File: src/rtl/ice_uart.sv
// ice_uart
// Byte-oriented full-duplex 8N1 UART (LSB first, idle-high line) with a
// runtime-programmable baud divisor. The transmitter and receiver are
// independent machines sharing only the clock, reset and divisor.
//
// Ports:
//   clk       system clock, all logic on the rising edge
//   reset     asynchronous active-high reset, clears all state
//   baud_div  clk cycles per bit period (0 and 1 behave as 2), stable while busy
//   rx_in     serial receive line (asynchronous, idle high)
//   tx_out    serial transmit line (idle high)
//   tx_latch  one-cycle strobe: load tx_data and start a frame when tx_empty=1
//   tx_data   byte to transmit, sampled only on the accepting edge
//   tx_empty  transmitter idle and able to accept a byte
//   rx_data   last correctly received byte
//   rx_latch  one-cycle pulse when rx_data is updated
//   rx_error  one-cycle pulse on a framing error (stop bit sampled low)
module ice_uart (
    input  logic        clk,
    input  logic        reset,
    input  logic [15:0] baud_div,
    input  logic        rx_in,
    output logic        tx_out,
    input  logic        tx_latch,
    input  logic [7:0]  tx_data,
    output logic        tx_empty,
    output logic [7:0]  rx_data,
    output logic        rx_latch,
    output logic        rx_error
);

    typedef enum logic [1:0] {
        S_IDLE,
        S_START,
        S_DATA,
        S_STOP
    } uart_state_t;

    // Divisors below 2 would leave no room for a mid-bit sample point.
    logic [15:0] div_eff;
    logic [15:0] div_last;
    logic [15:0] half_last;

    assign div_eff   = (baud_div < 16'd2) ? 16'd2 : baud_div;
    assign div_last  = div_eff - 16'd1;
    assign half_last = {1'b0, div_eff[15:1]} - 16'd1;

    // ------------------------------------------------------------------
    // Transmitter
    // ------------------------------------------------------------------
    uart_state_t tx_state_reg, tx_state_next;
    logic [15:0] tx_cnt_reg, tx_cnt_next;
    logic [2:0]  tx_bit_reg, tx_bit_next;
    logic [7:0]  tx_shift_reg, tx_shift_next;
    logic        tx_out_reg, tx_out_next;
    logic        tx_empty_reg, tx_empty_next;
    logic        tx_bit_end;

    assign tx_bit_end = (tx_cnt_reg == div_last);

    always_ff @(posedge clk or posedge reset) begin
        if (reset) begin
            tx_state_reg <= S_IDLE;
            tx_cnt_reg   <= 16'd0;
            tx_bit_reg   <= 3'd0;
            tx_shift_reg <= 8'h00;
            tx_out_reg   <= 1'b1;
            tx_empty_reg <= 1'b1;
        end else begin
            tx_state_reg <= tx_state_next;
            tx_cnt_reg   <= tx_cnt_next;
            tx_bit_reg   <= tx_bit_next;
            tx_shift_reg <= tx_shift_next;
            tx_out_reg   <= tx_out_next;
            tx_empty_reg <= tx_empty_next;
        end
    end

    // tx_out and tx_empty are registered so the line changes exactly on the
    // accepting edge and on every bit boundary after it. Accepting on the
    // registered tx_empty means a strobe on the edge where tx_empty rises
    // is not yet seen as idle.
    always_comb begin
        tx_state_next = tx_state_reg;
        tx_cnt_next   = tx_cnt_reg;
        tx_bit_next   = tx_bit_reg;
        tx_shift_next = tx_shift_reg;
        tx_out_next   = tx_out_reg;
        tx_empty_next = tx_empty_reg;
        case (tx_state_reg)
            S_IDLE: begin
                if (tx_latch && tx_empty_reg) begin
                    tx_state_next = S_START;
                    tx_cnt_next   = 16'd0;
                    tx_shift_next = tx_data;
                    tx_out_next   = 1'b0;
                    tx_empty_next = 1'b0;
                end
            end
            S_START: begin
                if (tx_bit_end) begin
                    tx_state_next = S_DATA;
                    tx_cnt_next   = 16'd0;
                    tx_bit_next   = 3'd0;
                    tx_out_next   = tx_shift_reg[0];
                    tx_shift_next = {1'b0, tx_shift_reg[7:1]};
                end else begin
                    tx_cnt_next = tx_cnt_reg + 16'd1;
                end
            end
            S_DATA: begin
                if (tx_bit_end) begin
                    tx_cnt_next = 16'd0;
                    if (tx_bit_reg == 3'd7) begin
                        tx_state_next = S_STOP;
                        tx_out_next   = 1'b1;
                    end else begin
                        tx_bit_next   = tx_bit_reg + 3'd1;
                        tx_out_next   = tx_shift_reg[0];
                        tx_shift_next = {1'b0, tx_shift_reg[7:1]};
                    end
                end else begin
                    tx_cnt_next = tx_cnt_reg + 16'd1;
                end
            end
            S_STOP: begin
                if (tx_bit_end) begin
                    tx_state_next = S_IDLE;
                    tx_cnt_next   = 16'd0;
                    tx_out_next   = 1'b1;
                    tx_empty_next = 1'b1;
                end else begin
                    tx_cnt_next = tx_cnt_reg + 16'd1;
                end
            end
            default: begin
                tx_state_next = S_IDLE;
                tx_out_next   = 1'b1;
                tx_empty_next = 1'b1;
            end
        endcase
    end

    assign tx_out   = tx_out_reg;
    assign tx_empty = tx_empty_reg;

    // ------------------------------------------------------------------
    // Receiver
    // ------------------------------------------------------------------
    // Synchroniser and edge-detect flops reset high (idle line) so that
    // leaving reset never looks like a start bit.
    logic rx_meta_reg, rx_sync_reg, rx_prev_reg;

    always_ff @(posedge clk or posedge reset) begin
        if (reset) begin
            rx_meta_reg <= 1'b1;
            rx_sync_reg <= 1'b1;
            rx_prev_reg <= 1'b1;
        end else begin
            rx_meta_reg <= rx_in;
            rx_sync_reg <= rx_meta_reg;
            rx_prev_reg <= rx_sync_reg;
        end
    end

    uart_state_t rx_state_reg, rx_state_next;
    logic [15:0] rx_cnt_reg, rx_cnt_next;
    logic [2:0]  rx_bit_reg, rx_bit_next;
    logic [7:0]  rx_shift_reg, rx_shift_next;
    logic [7:0]  rx_data_reg, rx_data_next;
    logic        rx_latch_reg, rx_latch_next;
    logic        rx_error_reg, rx_error_next;

    always_ff @(posedge clk or posedge reset) begin
        if (reset) begin
            rx_state_reg <= S_IDLE;
            rx_cnt_reg   <= 16'd0;
            rx_bit_reg   <= 3'd0;
            rx_shift_reg <= 8'h00;
            rx_data_reg  <= 8'h00;
            rx_latch_reg <= 1'b0;
            rx_error_reg <= 1'b0;
        end else begin
            rx_state_reg <= rx_state_next;
            rx_cnt_reg   <= rx_cnt_next;
            rx_bit_reg   <= rx_bit_next;
            rx_shift_reg <= rx_shift_next;
            rx_data_reg  <= rx_data_next;
            rx_latch_reg <= rx_latch_next;
            rx_error_reg <= rx_error_next;
        end
    end

    // A start is armed only by a high-to-low transition of the synchronised
    // line, so after a framing error the line has to go high again before
    // another frame can begin. The START wait of half a bit moves every later
    // sample to mid-bit.
    always_comb begin
        rx_state_next = rx_state_reg;
        rx_cnt_next   = rx_cnt_reg;
        rx_bit_next   = rx_bit_reg;
        rx_shift_next = rx_shift_reg;
        rx_data_next  = rx_data_reg;
        rx_latch_next = 1'b0;
        rx_error_next = 1'b0;
        case (rx_state_reg)
            S_IDLE: begin
                if (rx_prev_reg && !rx_sync_reg) begin
                    rx_state_next = S_START;
                    rx_cnt_next   = 16'd0;
                end
            end
            S_START: begin
                if (rx_cnt_reg == half_last) begin
                    rx_cnt_next = 16'd0;
                    if (rx_sync_reg) begin
                        // Line back high at mid start bit: glitch.
                        rx_state_next = S_IDLE;
                    end else begin
                        rx_state_next = S_DATA;
                        rx_bit_next   = 3'd0;
                    end
                end else begin
                    rx_cnt_next = rx_cnt_reg + 16'd1;
                end
            end
            S_DATA: begin
                if (rx_cnt_reg == div_last) begin
                    rx_cnt_next   = 16'd0;
                    rx_shift_next = {rx_sync_reg, rx_shift_reg[7:1]};
                    if (rx_bit_reg == 3'd7) begin
                        rx_state_next = S_STOP;
                    end else begin
                        rx_bit_next = rx_bit_reg + 3'd1;
                    end
                end else begin
                    rx_cnt_next = rx_cnt_reg + 16'd1;
                end
            end
            S_STOP: begin
                if (rx_cnt_reg == div_last) begin
                    rx_cnt_next   = 16'd0;
                    rx_state_next = S_IDLE;
                    if (rx_sync_reg) begin
                        rx_data_next  = rx_shift_reg;
                        rx_latch_next = 1'b1;
                    end else begin
                        rx_error_next = 1'b1;
                    end
                end else begin
                    rx_cnt_next = rx_cnt_reg + 16'd1;
                end
            end
            default: begin
                rx_state_next = S_IDLE;
            end
        endcase
    end

    assign rx_data  = rx_data_reg;
    assign rx_latch = rx_latch_reg;
    assign rx_error = rx_error_reg;

endmodule

File: config.mk
export PLATFORM = sky130hd
export DESIGN_NAME = ice_uart
export DESIGN_NICKNAME = d
export VERILOG_FILES = /design/src/rtl/ice_uart.sv
export SDC_FILE = /design/constraint.sdc
export NUM_CORES = 1
export LEC_CHECK = 0
export ABC_AREA = 0
export CORE_MARGIN = 10
export CORE_UTILIZATION = 30
export CTS_CLUSTER_SIZE = 10
export DETAILED_ROUTE_END_ITERATION = 10
export PLACE_DENSITY = 0.5
export SKIP_CTS_REPAIR_TIMING = 1
export SYNTH_ARGS = -nofsm -noshare
export SYNTH_HDL_FRONTEND = slang
export SYNTH_SLANG_ARGS = --single-unit
File: constraint.sdc
create_clock -name clk -period 9.7 [get_ports clk]
set_clock_uncertainty 0.2 [all_clocks]
set_input_delay 0.97 -clock clk [delete_from_list [all_inputs] [get_ports clk]]
set_output_delay 0.97 -clock clk [all_outputs]
set_load 0.1 [all_outputs]
==> run summary <==
status: complete, no violations
placed inst area: 6514 sq um
vias per std cell: 5.498
WP depth: 15
sequential cell area: 1833 sq um
drt total wl: 17.92 mm
Syn-to-layout area delta: 13.56%
Crit-path slowest cell: clkdlybuf4s50_1
Syn Nets: 730
largest net degree at the start of global routing: 74
H-tree depth: 3
Initial Util: 30.72%
dpl ws: 2.823 ns
Root Buffer: clkbuf_16
reg-to-reg startpoint: rx_cnt_reg[11]
crit path DAT: 6.59 ns
diodes inserted: 0
worst path cell trace: clkdlybuf4s50_1 -> nor4_2 -> and4b_1 -> a21oi_2 -> inv_1 -> ha_1 -> or4b_4 -> nor3_1 -> xnor3_1 -> o311ai_1 -> a2111oi_4 -> and3_1 -> buf_4 -> o221ai_2 -> mux2_1
Synth Flop Type: dfrtp_1
CP max stage delay: 0.76 ns
Port Buf Inserts: 39
core box area: 19590 sq um
CTS sink count: 73
cell taking the most area after synthesis: dfrtp_1
final instance area: 6834 sq um
CP Capture Type: register
Async SR Flop Fraction: 100.0%
GRT overflow: 0
Power per Cell Area: 174.8 nW/um^2
R2R cell count: 8
Final Hold Vio Count: 0
Post-Syn Area: 6018 sq um
final setup fails: 0
Crit path max-delay family: simple AND/OR/NAND/NOR gates
fin nets: 733
Syn Area/Cell: 8.735 sq um
switching share of power: 37.30%
Reg-to-Reg End: rx_cnt_reg[13]
worst vdd ir: 0.0002291 V
combinational fraction of design power: 37.0%
Rows: 51
Top Ports: 40
hold crit path type: reg2reg
area of the multi-input gates: 3831 sq um
fin crit share: 67.75%
startpoint types: input port
Sequential Power Share: 32.4%
internal power: 748.8 uW
share of layout cells above drive strength 1: 10.04%
RSZ-0062 raised after global routing: false
CP Capture Point: tx_state_reg[1]
First-pass DRT Iterations: 4
Final Max Tran Viols: 0
Final Worst Setup Slack: 3.128 ns
synth unique cells: 85
top post-synthesis cells by area: dfrtp_1 (28%), xnor2_1 (4.7%), nand2_1 (3.4%)
drt initial violations: 339
Syn Inst Count: 689
final worst path period need: 6.572 ns
CTS tree: yes
CP Class: in2reg
number of synthesized flops with an enable pin: 0
ANT nets after route: 0
first-pass GRT wire length: 29.44 mm
leakage dissipation: 2.665 nW
Critical Path Source: baud_div[11]
GPL Wtd Cong: 0.8847
Critical Path RT: 9.72 ns
vias in the first global route: 5316
post-synthesis sequential area ratio: 30.46%
Synth Register Bits: 73
Sw Pwr: 445.5 uW
worst rel slew slack: 26.67%
hold slack: 0.1585 ns
TNS Setup: 0 ns
Synth top area share: 28.27%
per-cell routed wire length: 18.62 um
clock buffer depth: 2
initial antenna violation count: 0
DR vias: 5289
# Max-Cap Violations: 0
post-detail-place hpwl: 13.44 mm
setup slack on the worst flop-to-flop path: 5.82 ns
All-Layer GR Usage: 13.84%
Tightest Pin Transition: 1.098 ns
clock power share: 30.7%
end-of-flow core utilization: 34.89%
TritonCTS Buffers: 9
Die W: 161.6 um
highest clock rate: 152.2 MHz
worst skew pair latency: 0.35 ns
Worst-path clk slew: 0.06 ns
Ys Warns: 0
Buf/Inv on CP: 3
Die ar.: 26130 sq um
Die H: 161.6 um
Crit Path Max Fanout: 34
fill cell count: 2037
DRC viols: 0
[cell families (layout without fill, tap and decap cells)]
logic type,after synthesis,in the layout,synth area share [%]
flops,73,73,30.46
buf+inv,78,86,5.967
xor+xnor,57,57,9.335
simple gates,284,284,26.82
mux,31,31,5.696
fa+ha+maj,13,13,2.703
compound gates,153,153,19.02
[cell usage in the layout (no fill, tap or decap), types with 7 or more instances in the layout]
| cell | n |
|---|---|
| nor2b_1 | 15 |
| inv_1 | 27 |
| or3_1 | 15 |
| xor2_1 | 20 |
| xnor2_1 | 32 |
| mux2_2 | 17 |
| nand2_1 | 54 |
| o21a_1 | 12 |
| nor4_1 | 12 |
| nor2_1 | 44 |
| clkdlybuf4s50_1 | 39 |
| and3_1 | 17 |
| o311ai_1 | 8 |
| a21oi_1 | 14 |
| o211ai_1 | 14 |
| clkbuf_16 | 9 |
| dfrtp_1 | 68 |
| nand2b_1 | 7 |
| a31oi_1 | 9 |
| or2_2 | 7 |
| o21ai_1 | 12 |
| a22o_1 | 7 |
| o21ai_0 | 22 |
| mux2_1 | 9 |
| and2_1 | 8 |
| nor3b_1 | 12 |
| nand3_1 | 21 |
| nand4_1 | 17 |
| nor3_1 | 21 |
| ha_1 | 13 |
[cells in the mapped netlist, drive strengths merged, types with 16 or more instances]
cell type and instances:
dfrtp 68, xor2 20, buf 23, nand4 17, nor4 16, o21ai 35
nor2 46, nand2 54, mux2 26, and3 17, inv 28, clkbuf 27
nor3 22, xnor2 33, nand3 21
[cell type report]
cell class	instances	share of cell area, %
well taps	265	4.852
flip-flops and latches	73	26.82
clock inverters	6	1.337
inverters	28	1.538
multi-input cells	538	56.06
clock buffers	10	3.350
repair buffers	42	6.042
[how the worst min path moves through the flow]
stage	slack, ns	from	endpoint	cells past startpoint
5_1_grt	0.16	rx_meta_reg	rx_sync_reg	0
2_1_floorplan	0.15	rx_meta_reg	rx_sync_reg	0
3_5_place_dp	0.15	rx_meta_reg	rx_sync_reg	0
3_3_place_gp	0.15	rx_meta_reg	rx_sync_reg	0
4_1_cts	0.16	rx_meta_reg	rx_sync_reg	0
6_report	0.16	rx_meta_reg	rx_sync_reg	0
[worst register-to-register path, cell delays in order, from the launching register on]
cell,delay [ns]
dfrtp_1,0.59
nor2b_1,0.30
or3_1,0.44
a22oi_1,0.21
nand3_1,0.09
or4_4,0.56
o41a_1,0.69
nor2_2,0.49
o211ai_1,0.17
[routing by layer]
layer / track usage, % / vias to the layer above / part of all wire, %
met5: 0 / - / 0
met2: 22.41 / 124 / 48
met3: 2.745 / 20 / 4.4
li1: - / 2545 / -
met1: 18.06 / 2600 / 46
met4: 4.508 / 0 / 1.8
[power groups by stage]
| stage | combinational [mW] | clock [mW] | sequential [mW] |
|---|---|---|---|
| final | 0.442 | 0.366 | 0.386 |
| after global routing | 0.491 | 0.391 | 0.391 |
| after CTS | 0.443 | 0.379 | 0.385 |
| after detailed placement | 0.441 | 0 | 0.390 |
| after global placement | 0.438 | 0 | 0.389 |
| after floorplan | 0.320 | 0 | 0.409 |
[per-stage QoR]
stage,cells,power (mW)
final,962,1.194
after global routing,962,1.273
after CTS,962,1.207
after detailed placement,946,0.8312
after global placement,946,0.8269
after floorplan,689,0.7292
No activity file was read; power rests on OpenSTA's default activity.
